$ cat config.mk
export PLATFORM = sky130hd
export DESIGN_NAME = instr_fetch
export DESIGN_NICKNAME = d
export VERILOG_FILES = /design/src/rtl/cpu_pkg.sv /design/src/rtl/fetch_fifo.sv /design/src/rtl/instr_fetch.sv
export SDC_FILE = /design/constraint.sdc
export NUM_CORES = 1
export LEC_CHECK = 0
export ABC_AREA = 1
export CAP_MARGIN = 15
export CELL_PAD_IN_SITES_DETAIL_PLACEMENT = 0
export CELL_PAD_IN_SITES_GLOBAL_PLACEMENT = 1
export CORE_MARGIN = 8
export CORE_UTILIZATION = 39
export DETAILED_ROUTE_END_ITERATION = 16
export HOLD_SLACK_MARGIN = 0.15
export PLACE_DENSITY = 0.84
export SYNTH_ARGS = -nofsm -noshare
export SYNTH_HDL_FRONTEND = slang
export SYNTH_HIERARCHICAL = 1
export SYNTH_SLANG_ARGS = --single-unit
export TNS_END_PERCENT = 20
$ cat constraint.sdc
create_clock -name clk -period 2.6 [get_ports clk]
set_input_delay 0.78 -clock clk [delete_from_list [all_inputs] [get_ports clk]]
set_output_delay 0.78 -clock clk [all_outputs]
set_load 0.05 [all_outputs]
$ cat src/rtl/cpu_pkg.sv
// Shared definitions for the 8-bit CPU: opcode encodings, instruction field
// positions and the fetch FSM state type.
package cpu_pkg;

    localparam logic [1:0] ONE  = 2'b00;
    localparam logic [1:0] ADD  = 2'b01;
    localparam logic [1:0] SUB  = 2'b10;
    localparam logic [1:0] SWAP = 2'b11;

    localparam int OPC_MSB = 7;
    localparam int OPC_LSB = 6;
    localparam int RA_MSB  = 5;
    localparam int RA_LSB  = 3;
    localparam int RB_MSB  = 2;
    localparam int RB_LSB  = 0;

    typedef enum logic [1:0] {
        S_IDLE = 2'd0,
        S_REQ  = 2'd1,
        S_WAIT = 2'd2,
        S_DROP = 2'd3
    } fetch_state_t;

    function automatic logic [1:0] instr_opcode(input logic [7:0] i_instr);
        return i_instr[OPC_MSB:OPC_LSB];
    endfunction

endpackage

$ cat src/rtl/fetch_fifo.sv
// Show-ahead prefetch queue. Clear has priority over push/pop; push and pop
// together on a full queue keep the count unchanged.
module fetch_fifo
    import cpu_pkg::*;
#(
    parameter int DEPTH = 2,
    parameter int WIDTH = 16,
    localparam int PTR_W = $clog2(DEPTH),
    localparam int CNT_W = PTR_W + 1
)(
    input  logic             clk,
    input  logic             rst_n,
    input  logic             i_push,
    input  logic             i_pop,
    input  logic             i_clear,
    input  logic [WIDTH-1:0] i_wdata,
    output logic [WIDTH-1:0] o_head,
    output logic [CNT_W-1:0] o_count
);

    localparam logic [CNT_W-1:0] FULL_CNT = CNT_W'(DEPTH);

    logic [WIDTH-1:0] r_mem [DEPTH];
    logic [PTR_W-1:0] r_wr_ptr;
    logic [PTR_W-1:0] r_rd_ptr;
    logic [CNT_W-1:0] r_count;
    logic             w_do_pop;
    logic             w_do_push;

    assign w_do_pop  = i_pop && (r_count != '0);
    assign w_do_push = i_push && ((r_count != FULL_CNT) || w_do_pop);

    always_ff @(posedge clk or negedge rst_n) begin
        if (!rst_n) begin
            r_wr_ptr <= '0;
            r_rd_ptr <= '0;
            r_count  <= '0;
        end else if (i_clear) begin
            r_wr_ptr <= '0;
            r_rd_ptr <= '0;
            r_count  <= '0;
        end else begin
            if (w_do_push) r_wr_ptr <= r_wr_ptr + PTR_W'(1);
            if (w_do_pop)  r_rd_ptr <= r_rd_ptr + PTR_W'(1);
            if (w_do_push && !w_do_pop)      r_count <= r_count + CNT_W'(1);
            else if (w_do_pop && !w_do_push) r_count <= r_count - CNT_W'(1);
        end
    end

    always_ff @(posedge clk) begin
        if (w_do_push && !i_clear) r_mem[r_wr_ptr] <= i_wdata;
    end

    // Empty queue presents zeros so the head reads 0 out of reset.
    assign o_head  = (r_count == '0) ? '0 : r_mem[r_rd_ptr];
    assign o_count = r_count;

endmodule

$ cat src/rtl/instr_fetch.sv
// Instruction fetch unit: one outstanding memory read at a time, results
// buffered in a prefetch queue and handed to the controller via valid/ready.
module instr_fetch
    import cpu_pkg::*;
#(
    parameter int                 ADDR_W   = 8,
    parameter int                 DATA_W   = 8,
    parameter int                 DEPTH    = 2,
    parameter logic [ADDR_W-1:0]  RESET_PC = '0
)(
    input  logic              clk,
    input  logic              rst_n,
    output logic              mem_req,
    output logic [ADDR_W-1:0] mem_addr,
    input  logic              mem_ack,
    input  logic              mem_rvalid,
    input  logic [DATA_W-1:0] mem_rdata,
    output logic [DATA_W-1:0] instr,
    output logic [ADDR_W-1:0] instr_pc,
    output logic              instr_valid,
    input  logic              instr_ready,
    input  logic              flush,
    input  logic [ADDR_W-1:0] flush_pc,
    input  logic              halt,
    output logic              busy
);

    localparam int CNT_W = $clog2(DEPTH) + 1;
    localparam logic [CNT_W-1:0] DEPTH_C  = CNT_W'(DEPTH);
    localparam logic [CNT_W-1:0] DEPTH_M1 = CNT_W'(DEPTH - 1);

    fetch_state_t        r_state;
    fetch_state_t        w_next_state;
    logic [ADDR_W-1:0]   r_fetch_pc;
    logic [ADDR_W-1:0]   w_fetch_pc_next;
    logic [ADDR_W-1:0]   r_req_pc;
    logic                r_mem_req;
    logic                w_push;
    logic                w_pop;
    logic                w_room_idle;
    logic                w_room_after_push;
    logic [CNT_W-1:0]    w_count;
    logic [DATA_W+ADDR_W-1:0] w_head;

    assign instr_valid = (w_count != '0);
    assign w_pop       = instr_valid && instr_ready && !flush;

    assign w_room_idle       = (w_count < DEPTH_C) && !halt;
    assign w_room_after_push = (w_pop ? (w_count < DEPTH_C) : (w_count < DEPTH_M1)) && !halt;

    always_comb begin
        w_next_state    = r_state;
        w_fetch_pc_next = r_fetch_pc;
        w_push          = 1'b0;
        case (r_state)
            S_IDLE: if (w_room_idle) w_next_state = S_REQ;
            S_REQ: begin
                if (mem_ack) begin
                    w_next_state    = S_WAIT;
                    w_fetch_pc_next = r_fetch_pc + ADDR_W'(1);
                end
            end
            S_WAIT: begin
                if (mem_rvalid) begin
                    w_push       = 1'b1;
                    w_next_state = w_room_after_push ? S_REQ : S_IDLE;
                end
            end
            S_DROP: if (mem_rvalid) w_next_state = halt ? S_IDLE : S_REQ;
            default: w_next_state = S_IDLE;
        endcase

        // A flush may withdraw an unacked request but must still absorb any
        // response already owed by memory, hence S_DROP.
        if (flush) begin
            w_fetch_pc_next = flush_pc;
            w_push          = 1'b0;
            case (r_state)
                S_IDLE:  w_next_state = halt ? S_IDLE : S_REQ;
                S_REQ:   w_next_state = mem_ack ? S_DROP : S_REQ;
                S_WAIT:  w_next_state = mem_rvalid ? (halt ? S_IDLE : S_REQ) : S_DROP;
                S_DROP:  w_next_state = mem_rvalid ? (halt ? S_IDLE : S_REQ) : S_DROP;
                default: w_next_state = S_IDLE;
            endcase
        end
    end

    always_ff @(posedge clk or negedge rst_n) begin
        if (!rst_n) begin
            r_state    <= S_IDLE;
            r_fetch_pc <= RESET_PC;
            r_req_pc   <= '0;
            r_mem_req  <= 1'b0;
        end else begin
            r_state    <= w_next_state;
            r_fetch_pc <= w_fetch_pc_next;
            r_mem_req  <= (w_next_state == S_REQ);
            if (r_state == S_REQ && mem_ack) r_req_pc <= r_fetch_pc;
        end
    end

    fetch_fifo #(
        .DEPTH (DEPTH),
        .WIDTH (DATA_W + ADDR_W)
    ) u_fifo (
        .clk     (clk),
        .rst_n   (rst_n),
        .i_push  (w_push),
        .i_pop   (w_pop),
        .i_clear (flush),
        .i_wdata ({mem_rdata, r_req_pc}),
        .o_head  (w_head),
        .o_count (w_count)
    );

    assign mem_req  = r_mem_req;
    assign mem_addr = r_fetch_pc;
    assign instr    = w_head[DATA_W+ADDR_W-1:ADDR_W];
    assign instr_pc = w_head[ADDR_W-1:0];
    assign busy     = (r_state == S_REQ) || (r_state == S_WAIT) || (r_state == S_DROP);

endmodule

==> tab_implementation.tex, run 1 <==
\begin{tabular}{lr}
\hline
Metric & Value \\
\hline
\multicolumn{2}{l}{\textbf{Final layout}} \\
\quad Count of non-filler cells in the finished layout & about 390 \\
\quad Number of nets in the layout & 339 \\
\quad Layout-stage area growth over the synthesis result & 26.4\% \\
\quad Filler instances & a little over 600 \\
\quad Share of cells above drive strength 1 & 0.171 \\
\quad Count of antenna diodes in the layout & 0 \\
\multicolumn{2}{l}{\textbf{Setup path}} \\
\quad Arrival time worst endpoint & 1640 ps \\
\quad Number of gates on the worst path with buffers counted & 1 \\
\quad Cell family with most CP delay & buffers and inverters \\
\quad Element type at the critical path end & output pin \\
\quad Source of the critical timing path & mem\_addr[2]\$\_DFFE\_PN0P\_ \\
\quad Depth of the worst register-to-register path & 6 \\
\quad Reg-to-reg endpoint & u\_fifo/r\_mem[0][8]\$\_DFFE\_PP\_ \\
\quad WS Path Type & flip-flop to output pin \\
\quad Cell Chain, Critical Path & clkdlybuf4s50\_1 \\
\quad Slowest library cell on the worst path & clkdlybuf4s50\_1 \\
\quad CP peak stage delay & 860 ps \\
\quad Maximum fanout along the worst path & 7 \\
\quad Worst setup SP type & flip-flop \\
\quad Setup crit end & mem\_addr[2] \\
\quad Worst reg2reg startpoint & r\_state[0]\$\_DFF\_PN0\_ \\
\quad Count of buffering cells on the critical path with inverters included & 1 \\
\quad Worst Path Required & $\sim$1800 ps \\
\quad Setup slack, reg-to-reg & between 800 and 900 ps \\
\multicolumn{2}{l}{\textbf{STA}} \\
\quad Final number of max-transition violations & 0 \\
\quad Final Hold Vio Count & 0 \\
\quad Final worst slack & approximately 180 ps \\
\quad Worst clock skew on the final layout & 7.30 ps \\
\quad Relative max-transition margin & 0.662 \\
\quad Worst-Margin Slew & 505 ps \\
\quad Min Tclk post-route & 2420 ps \\
\quad Fraction of the cycle the final worst path needs & 0.932 \\
\quad Post-Route Hold Slack & 486 ps \\
\quad Final Setup Violations & 0 \\
\quad Summed negative setup slack over all endpoints & 0 ps \\
\quad RSZ-0062 raised after global routing & no \\
\quad Top achievable clock speed & 413 MHz \\
\multicolumn{2}{l}{\textbf{Die}} \\
\quad Area of the core & 6280 sq um \\
\quad Initial standard-cell utilization of the core & 0.397 \\
\quad Die Wd & around 96 um \\
\quad Die boundary height & 95.9 um \\
\quad \# IOs & 50 \\
\quad Row count & 29 \\
\quad Floorplan die area & 9200 sq um \\
\multicolumn{2}{l}{\textbf{Pwr}} \\
\quad VDD IR-drop max & 0.000466 V \\
\quad Leakage Power & 0.00138 uW \\
\quad Pwr/cell area & a little over 800 nW/um\^{}2 \\
\multicolumn{2}{l}{\textbf{Logic synthesis}} \\
\quad Simple-Gate Fraction of Synth Area & 0.244 \\
\quad Area share of fa/ha/maj cells after synthesis & 0.00502 \\
\quad Mux contribution to synthesized area & 0 \\
\quad Flip-flop and latch count after synthesis & 55 \\
\quad Post-Syn Area per Cell & 9.74 sq um \\
\quad Dominant combinational cell family by area after synthesis & simple AND/OR/NAND/NOR gates \\
\quad Number of instances in the synthesized netlist & 256 \\
\quad Post-Syn Nets & 280 \\
\quad Compound-Gate Fraction of Synth Area & 0.0678 \\
\quad Total of warnings raised by yosys & 6 \\
\quad Post-Synth XOR/XNOR Area & 0.00703 \\
\quad Cell variety after synth & 29 \\
\quad Portion of the post-synthesis area used by sequential elements & 0.616 \\
\quad Area of the mapped netlist & 2490 sq um \\
\multicolumn{2}{l}{\textbf{Drt}} \\
\quad Routed wire length per instance & 12.5 um \\
\quad Starting DRC count in detailed routing & 60 \\
\quad 1st-pass router iterations & 4 \\
\quad Detailed-route wire length & 4890 um \\
\quad Overall via count from detail\_route & 1837 \\
\quad Remaining design rule violation count & 0 \\
\quad Detailed-route vias per instance & 4.67 \\
\quad Number of nets with antenna violations after routing & 0 \\
\multicolumn{2}{l}{\textbf{Min path}} \\
\quad Hold WC Path Type & flip-flop to flip-flop \\
\multicolumn{2}{l}{\textbf{CTS}} \\
\quad Clock root buffer master & clkbuf\_8 \\
\quad Clock Sink Count & 55 \\
\quad Clock tree buffer depth & 2 \\
\quad Clock latency at the later pin of the worst-skew pair & 300 ps \\
\quad Number of setup buffers added after CTS & 0 \\
\quad Level count of the clock H-tree & 2 \\
\quad Clock transition at path regs & 100 ps \\
\quad Clock buffers created by TritonCTS & 5 \\
\quad TritonCTS clock tree & built \\
\multicolumn{2}{l}{\textbf{Global route}} \\
\quad Grt total ovfl & 0 \\
\quad Antenna violations before repair & 0 \\
\quad Largest net degree at the start of global routing & 24 \\
\quad Wire length of the first global-routing pass & 8310 um \\
\quad Via count of the first global-routing pass & 1861 \\
\quad Overall Global Routing Usage & 0.115 \\
\multicolumn{2}{l}{\textbf{Run status}} \\
\quad Outcome & complete, no violations \\
\multicolumn{2}{l}{\textbf{Placement}} \\
\quad Post-place setup slack & 67.4 ps \\
\quad DP Cell Count & 385 \\
\quad Count of buffers from port buffering & 49 \\
\quad Total half-perimeter wirelength after legalization and detailed placement & 3660 um \\
\quad Routability-driven placement congestion ratio & 0.763 \\
\multicolumn{2}{l}{\textbf{Job}} \\
\quad Max-cap violations & 0 \\
\hline
\end{tabular}
## where the power goes
part           switching [uW]  internal [uW]  leakage (uW)
Clock                     270            193     0.0000408
Combinational             623            305      0.000763
Sequential                125           1080      0.000577
## registers in the layout, indices dropped and copies added, names as in the netlist
signal and count:
u_fifo/o_count 2, u_fifo/r_wr_ptr 1, u_fifo/r_rd_ptr 1, mem_req 1, r_req_pc 8, mem_addr 8
r_state 2, u_fifo/r_mem 32
## logic make-up (layout without fill, tap and decap cells)
kind of cell	after synthesis	count (layout)
DFF	55	55
and+or+nand+nor	138	138
adders and majority gates	1	1
buffers and inverters	31	91
AOI/OAI and AO/OA	29	29
xor gates and xnor gates	2	2
## layout make-up
type | count | area [sq um] | area share
clock buffers | 5 | 68.8 | 0.0218
clock inverters | 3 | 23.8 | 0.00755
inverters | 24 | 90.1 | 0.0286
multi-input cells | 170 | 810 | 0.257
flip-flops and latches | 55 | 1540 | 0.488
well taps | 77 | 96.3 | 0.0306
repair buffers | 59 | 526 | 0.167
## placed cells by master, fill, tap and decap left out, drive strengths merged, types with 2 or more instances in the layout
cell type / n
a21oi: 18
buf: 27
clkbuf: 5
clkdlybuf4s50: 31
clkinv: 2
clkinvlp: 2
dfrtp: 23
edfxtp: 32
inv: 23
nand2: 99
nand3: 20
nand3b: 2
nor2: 13
o21ai: 10
xor2: 2
## per-stage QoR
| stage | utilization | cell area [sq um] | power [uW] |
|---|---|---|---|
| after CTS | 0.501 | 3150 | 2630 |
| final | 0.502 | 3150 | 2590 |
| after global routing | 0.502 | 3150 | 2750 |
| after floorplan | - | 2490 | 1890 |
| after global placement | 0.487 | 3060 | 2150 |
| after detailed placement | 0.487 | 3060 | 2160 |
## synthesized netlist by cell type
master	count	share of area
nand4_1	1	0.0025
nand3b_2	1	0.0045
xor2_1	2	0.0070
a21oi_1	18	0.036
nand3_1	17	0.034
or2_2	1	0.0025
buf_6	1	0.0045
o21ai_0	3	0.0060
inv_1	20	0.030
dfrtp_1	23	0.23
nor3_1	1	0.0020
ha_1	1	0.0050
buf_2	4	0.0080
o21ai_1	1	0.0020
nand2_1	96	0.14
nor2_4	2	0.0090
nand3_2	2	0.0080
buf_4	1	0.0030
clkinv_1	2	0.0030
nor2_1	11	0.017
edfxtp_1	32	0.39
o21ai_2	6	0.021
o22ai_1	1	0.0025
buf_12	1	0.0080
nand2_2	3	0.0075
inv_2	2	0.0030
nand3b_1	1	0.0030
nand3_4	1	0.0070
nor4_1	1	0.0025
## layer usage
metal	vias up	GRT usage	part of all wire
met4	0	0.0346	0.010
met3	6	0.0398	0.066
met5	-	0	0
li1	955	-	-
met2	48	0.196	0.45
met1	828	0.132	0.47
## worst min-delay path by stage
stage / startpoint / to / slack [ps] / cells past startpoint
after floorplan: r_req_pc[0]$_DFFE_PN0P_ / u_fifo/r_mem[0][0]$_DFFE_PP_ / 440 / 0
after global placement: r_req_pc[0]$_DFFE_PN0P_ / u_fifo/r_mem[0][0]$_DFFE_PP_ / 460 / 0
after detailed placement: r_req_pc[7]$_DFFE_PN0P_ / u_fifo/r_mem[1][7]$_DFFE_PP_ / 460 / 0
after CTS: r_req_pc[7]$_DFFE_PN0P_ / u_fifo/r_mem[0][7]$_DFFE_PP_ / 490 / 0
after global routing: r_req_pc[7]$_DFFE_PN0P_ / u_fifo/r_mem[0][7]$_DFFE_PP_ / 490 / 0
final: r_req_pc[2]$_DFFE_PN0P_ / u_fifo/r_mem[1][2]$_DFFE_PP_ / 490 / 0
## repair_timing
item,CTS,global route
resized for setup,0,1
endpoints found under the setup margin,0,1
hold buffers,0,0
Note: power is estimated with default switching activity, not from simulation.
==> inputs of run 2 (changes only) <==
--- a/config.mk
+++ b/config.mk
@@ -12,6 +12,7 @@
 export CORE_MARGIN = 8
 export CORE_UTILIZATION = 39
 export DETAILED_ROUTE_END_ITERATION = 16
+export GPL_ROUTABILITY_DRIVEN = 0
 export HOLD_SLACK_MARGIN = 0.15
 export PLACE_DENSITY = 0.84
 export SYNTH_ARGS = -nofsm -noshare
==> results of run 2 <==
Same layout as run 1: the final DEF is identical, and so are final timing and power.
